==> config.mk <==
export PLATFORM = sky130hd
export DESIGN_NAME = spw_link_fsm_param
export DESIGN_NICKNAME = d
export VERILOG_FILES = /design/src/rtl/spw_link_fsm_param.sv
export SDC_FILE = /design/constraint.sdc
export NUM_CORES = 1
export LEC_CHECK = 0
export BUFFER_PORTS_ARGS = -buffer_cell sky130_fd_sc_hd__buf_2
export CAP_MARGIN = 5
export CORE_MARGIN = 2
export CORE_UTILIZATION = 50
export DETAILED_ROUTE_END_ITERATION = 10
export PLACE_DENSITY = 0.76
export SYNTH_ARGS = -nofsm -noshare
export SYNTH_HDL_FRONTEND = slang
export SYNTH_SLANG_ARGS = --single-unit
==> constraint.sdc <==
create_clock -name pclk -period 3.25 [get_ports pclk]
set_input_delay 0.65 -clock pclk [delete_from_list [all_inputs] [get_ports pclk]]
set_output_delay 0.65 -clock pclk [all_outputs]
set_load 0.02 [all_outputs]
==> src/rtl/spw_link_fsm_param.sv <==
// SpaceWire link-initialisation state machine with parametrised timeouts on one shared timer,
// a sticky error-cause register, a saturating error counter and link up/down pulses.
module spw_link_fsm_param #(
    parameter int unsigned T_RESET_CYC = 640,
    parameter int unsigned T_WAIT_CYC  = 1280,
    parameter int unsigned T_DISC_CYC  = 85,
    parameter int unsigned CNT_W       = 12,
    parameter int unsigned ERRCNT_W    = 8
) (
    input  logic                pclk,
    input  logic                reset,
    input  logic                auto_start,
    input  logic                link_start,
    input  logic                link_disable,
    input  logic                rx_error,
    input  logic                rx_credit_error,
    input  logic                rx_got_bit,
    input  logic                rx_got_null,
    input  logic                rx_got_nchar,
    input  logic                rx_got_time_code,
    input  logic                rx_got_fct,
    input  logic                err_clear,
    output logic                rx_resetn,
    output logic                enable_tx,
    output logic                send_null_tx,
    output logic                send_fct_tx,
    output logic [5:0]          fsm_state,
    output logic                link_up,
    output logic                link_down,
    output logic [4:0]          err_cause,
    output logic [ERRCNT_W-1:0] err_count
);

    typedef enum logic [5:0] {
        S_ERROR_RESET = 6'h00,
        S_ERROR_WAIT  = 6'h01,
        S_READY       = 6'h02,
        S_STARTED     = 6'h04,
        S_CONNECTING  = 6'h08,
        S_RUN         = 6'h10
    } state_t;

    localparam logic [CNT_W-1:0] RESET_LAST = CNT_W'(T_RESET_CYC - 1);
    localparam logic [CNT_W-1:0] WAIT_LAST  = CNT_W'(T_WAIT_CYC - 1);
    localparam logic [CNT_W-1:0] DISC_LAST  = CNT_W'(T_DISC_CYC - 1);

    state_t              state;
    state_t              next_state;
    logic [CNT_W-1:0]    timer;
    logic [CNT_W-1:0]    timer_next;
    logic [4:0]          cause_set;
    logic [4:0]          cause_next;
    logic [ERRCNT_W-1:0] count_base;
    logic [ERRCNT_W-1:0] count_next;
    logic                illegal;
    logic                wait_exp;
    logic                disc_exp;
    logic                enter_err;

    // State, timer and all registered outputs.
    always_ff @(posedge pclk) begin
        if (reset) begin
            state        <= S_ERROR_RESET;
            timer        <= '0;
            rx_resetn    <= 1'b0;
            enable_tx    <= 1'b0;
            send_null_tx <= 1'b0;
            send_fct_tx  <= 1'b0;
            link_up      <= 1'b0;
            link_down    <= 1'b0;
            err_cause    <= '0;
            err_count    <= '0;
        end else begin
            state        <= next_state;
            timer        <= timer_next;
            rx_resetn    <= (next_state != S_ERROR_RESET);
            enable_tx    <= (next_state == S_READY) || (next_state == S_STARTED) ||
                            (next_state == S_CONNECTING) || (next_state == S_RUN);
            send_null_tx <= (next_state == S_STARTED) || (next_state == S_CONNECTING) ||
                            (next_state == S_RUN);
            send_fct_tx  <= (next_state == S_CONNECTING) || (next_state == S_RUN);
            link_up      <= (next_state == S_RUN) && (state != S_RUN);
            link_down    <= (state == S_RUN) && (next_state != S_RUN);
            err_cause    <= cause_next;
            err_count    <= count_next;
        end
    end

    assign fsm_state = state;

    // Next state, timer and error bookkeeping; errors win over progress.
    always_comb begin
        next_state = state;
        cause_set  = '0;
        illegal    = rx_got_fct | rx_got_nchar | rx_got_time_code;
        wait_exp   = (timer == WAIT_LAST);
        disc_exp   = !rx_got_bit && (timer == DISC_LAST);

        case (state)
            S_ERROR_RESET: begin
                if (timer == RESET_LAST) next_state = S_ERROR_WAIT;
            end
            S_ERROR_WAIT: begin
                if (link_disable || rx_error || illegal) begin
                    next_state = S_ERROR_RESET;
                    cause_set  = {link_disable, illegal, 1'b0, 1'b0, rx_error};
                end else if (wait_exp) begin
                    next_state = S_READY;
                end
            end
            S_READY: begin
                if (rx_error || illegal) begin
                    next_state = S_ERROR_RESET;
                    cause_set  = {1'b0, illegal, 1'b0, 1'b0, rx_error};
                end else if (!link_disable && (link_start || (auto_start && rx_got_null))) begin
                    next_state = S_STARTED;
                end
            end
            S_STARTED: begin
                if (link_disable || rx_error || illegal || wait_exp) begin
                    next_state = S_ERROR_RESET;
                    cause_set  = {link_disable, illegal | wait_exp, 1'b0, 1'b0, rx_error};
                end else if (rx_got_null) begin
                    next_state = S_CONNECTING;
                end
            end
            S_CONNECTING: begin
                if (link_disable || rx_error || rx_got_nchar || rx_got_time_code || wait_exp) begin
                    next_state = S_ERROR_RESET;
                    cause_set  = {link_disable, rx_got_nchar | rx_got_time_code | wait_exp,
                                  1'b0, 1'b0, rx_error};
                end else if (rx_got_fct) begin
                    next_state = S_RUN;
                end
            end
            S_RUN: begin
                if (link_disable || rx_error || rx_credit_error || disc_exp) begin
                    next_state = S_ERROR_RESET;
                    cause_set  = {link_disable, 1'b0, disc_exp, rx_credit_error, rx_error};
                end
            end
            default: next_state = S_ERROR_RESET;
        endcase

        // Ready has no timeout, so the timer is held there to rule out wrap-around.
        if (next_state != state)                 timer_next = '0;
        else if (state == S_RUN && rx_got_bit)   timer_next = '0;
        else if (state == S_READY)               timer_next = timer;
        else                                     timer_next = timer + CNT_W'(1);

        enter_err  = (next_state == S_ERROR_RESET) && (state != S_ERROR_RESET);
        cause_next = (err_clear ? 5'b0 : err_cause) | cause_set;
        count_base = err_clear ? '0 : err_count;
        count_next = (enter_err && (count_base != {ERRCNT_W{1'b1}})) ?
                     count_base + ERRCNT_W'(1) : count_base;
    end

endmodule

==> load_flow_metrics.sql <==
INSERT INTO impl_metrics (metric_group, metric, value, unit) VALUES
('cells_and_area', 'diodes', '0', ''),
('synthesis', 'async_flop_share', '0', '%'),
('synthesis', 'synth-compound-area-share', '14.8', '%'),
('critical_path', 'startpoint_type', 'register', ''),
('synthesis', 'yosys.area_share.xor_xnor', '5.98', '%'),
('cells_and_area', 'final_area', '2230', 'um^2'),
('clocking', 'worst_skew_pair.late_latency', '0.29', 'ns'),
('min_path', 'min_path_cells', '2', ''),
('timing', 'upper_clock_frequency_limit', '0.347', 'GHz'),
('cells_and_area', 'area_growth', '17.0', '%'),
('timing', 'setup_viol_count_final', '0', ''),
('critical_path', 'reg_to_reg_setup_timing_slack', '0.37', 'ns'),
('route', 'drt_drc_violations_left', '0', ''),
('floorplan', 'die_x', '65.7', 'um'),
('global_route', 'grt_usage', '22.0', '%'),
('synthesis', 'synth_mux_area_share', '1.05', '%'),
('floorplan', 'floorplan.core_area', '3660', 'um^2'),
('timing', 'slew_headroom', '44.1', '%'),
('floorplan', 'rows', '22', ''),
('synthesis', 'synth.distinct_cells', '57', ''),
('synthesis', 'synth_edf_count', '0', ''),
('critical_path', 'regToRegEndpoint', 'err_count[1]', ''),
('timing', 'grt_setup_unrepaired', 'no', ''),
('pwr', 'power', '829', 'uW'),
('pwr', 'swShare', '22.3', '%'),
('synthesis', 'post_synth.cell_area_avg', '8.69', 'um^2'),
('synthesis', 'postSynthRegisterBits', '37', ''),
('synthesis', 'synthesis.nets', '235', ''),
('synthesis', 'syn_area', '1900', 'um^2'),
('clocking', 'cts_htree_levels', '2', ''),
('pwr', 'power_switching', '185', 'uW'),
('critical_path', 'reg2regPathDepth', '9', ''),
('critical_path', 'critPathArrivalTime', '3.04', 'ns'),
('timing', 'timing.clock.skew', '0.00718', 'ns'),
('synthesis', 'post_synth_inst_count', '219', ''),
('cells_and_area', 'fin_nets', '275', ''),
('clocking', 'ctsRootBufferMaster', 'clkbuf_8', ''),
('clocking', 'cts_resized', '0', ''),
('min_path', 'worst_hold_path.endpoint', 'err_cause[0]', ''),
('global_route', 'antenna_violations_before_repair', '0', ''),
('timing', 'final_max_slew_viol_count', '0', ''),
('clocking', 'cts_setup_buffers', '0', ''),
('floorplan', 'effective_utilization_at_floorplan', '52.0', '%'),
('floorplan', 'floorplan.die_area', '4320', 'um^2'),
('pwr', 'fraction_of_power_consumed_by_the_clock_network', '38.1', '%'),
('route', 'post_drt_via_cell_ratio', '5.80', ''),
('run_status', 'run_status', 'finished, final reports clean', ''),
('floorplan', 'die-height', '65.7', 'um'),
('route', 'drt_first_pass_iters', '4', ''),
('run', 'drv.max_cap_violation_count', '0', ''),
('route', 'route.vias.total', '1782', ''),
('pwr', 'pwr-share-seq', '55.6', '%'),
('route', 'drt_iter0_drc', '132', ''),
('min_path', 'hp-start', 'err_cause[0]', ''),
('synthesis', 'yosys.area_share.simple', '33.5', '%'),
('pwr', 'total_power_density_per_cell_area', '372', 'nW/um^2'),
('synthesis', 'ys_dominant_reg_cell', 'dfxtp_1', ''),
('route', 'wl_per_cell', '14.5', 'um'),
('timing', 'fin_crit', '2.88', 'ns'),
('synthesis', 'yosysSeqAreaShare', '38.9', '%'),
('route', 'totalWireLength', '4440', 'um'),
('global_route', 'globalRouteOverflowTotal', '0', ''),
('synthesis', 'post-synth-top-area-cell', 'dfxtp_1', ''),
('global_route', 'first_global_vias', '1634', ''),
('clocking', 'cts.sink_count', '37', ''),
('critical_path', 'critical_path.reg2reg.startpoint', 'timer[0]', ''),
('synthesis', 'yosys_warnings', '0', ''),
('clocking', 'clkTransAtPathRegs', '0.07', 'ns'),
('global_route', 'largest_net_degree_at_the_start_of_global_routing', '29', ''),
('timing', 'finalHoldViolations', '0', ''),
('clocking', 'holdBufCountCts', '0', '');
==> power groups by stage <==
stage          clock, mW  combinational, mW  sequential [mW]
2_1_floorplan          0             0.0308            0.472
3_3_place_gp           0             0.0523            0.470
3_5_place_dp           0             0.0526            0.471
4_1_cts            0.321             0.0527            0.460
5_1_grt            0.338             0.0584            0.461
6_report           0.316             0.0529            0.461
==> worst max path at each step <==
stage	cells after the start	slack [ns]	from	end
after floorplan	8	0.42	rx_got_fct	timer[9]
after global routing	9	0.20	timer[0]	err_count[1]
final	9	0.37	timer[0]	err_count[1]
after detailed placement	8	0.17	rx_got_bit	err_count[1]
after CTS	9	0.37	timer[0]	err_count[1]
after global placement	8	0.29	rx_got_bit	err_count[3]
==> synth_stat cells, types with 6 or more instances <==
library cell	count
nor2_1	30
nor3_1	6
xor2_1	6
a21oi_1	11
nand3_1	6
nor2b_1	6
dfxtp_1	37
nand2_1	10
inv_1	7
xnor2_1	7
==> sequential cells by signal, indices dropped and copies added, names as in the netlist, 5 cells and up <==
register   count
timer         12
err_count      8
fsm_state      6
err_cause      5
==> final cells by class <==
type                            instances  area [um^2]  area share (%)
Inverter                                8         30.0            1.35
Timing Repair Buffer                   41          215            9.67
Tap cell                               48         60.1            2.70
Multi-Input combinational cell        166         1090            49.1
Clock buffer                            7         86.3            3.88
Sequential cell                        37          741            33.3
==> worst max-delay path: stages, from the launching register on <==
cell and delay (ns):
dfxtp_1 0.34, inv_1 0.08, ha_1 0.14, or4b_2 0.57
nor4_1 0.40, and4bb_2 0.34, nor3_2 0.42, buf_4 0.21
mux2i_1 0.19, nor2_1 0.05
==> per-layer routing <==
metal / global-route usage [%] / wire length, um
met5: 0 / 0
met4: 7.55 / 54
met3: 5.82 / 303
met2: 32.7 / 1950
met1: 30.6 / 2130
==> cell families (layout without fill, tap and decap cells) <==
family / after synthesis / in the layout
compound gates: 39 / 39
buf+inv: 16 / 56
flops: 37 / 37
simple gates: 108 / 108
other cells: 1 / 1
fa+ha+maj: 3 / 3
mux: 2 / 2
xor+xnor: 13 / 13
==> metrics by stage <==
| step | util (%) | setup WS, ns |
|---|---|---|
| after global placement | 58.4 | 0.285 |
| final | 60.8 | 0.367 |
| after floorplan | - | 0.424 |
| after global routing | 60.8 | 0.200 |
| after CTS | 60.8 | 0.368 |
| after detailed placement | 58.4 | 0.169 |
Note: power is estimated with default switching activity, not from simulation.
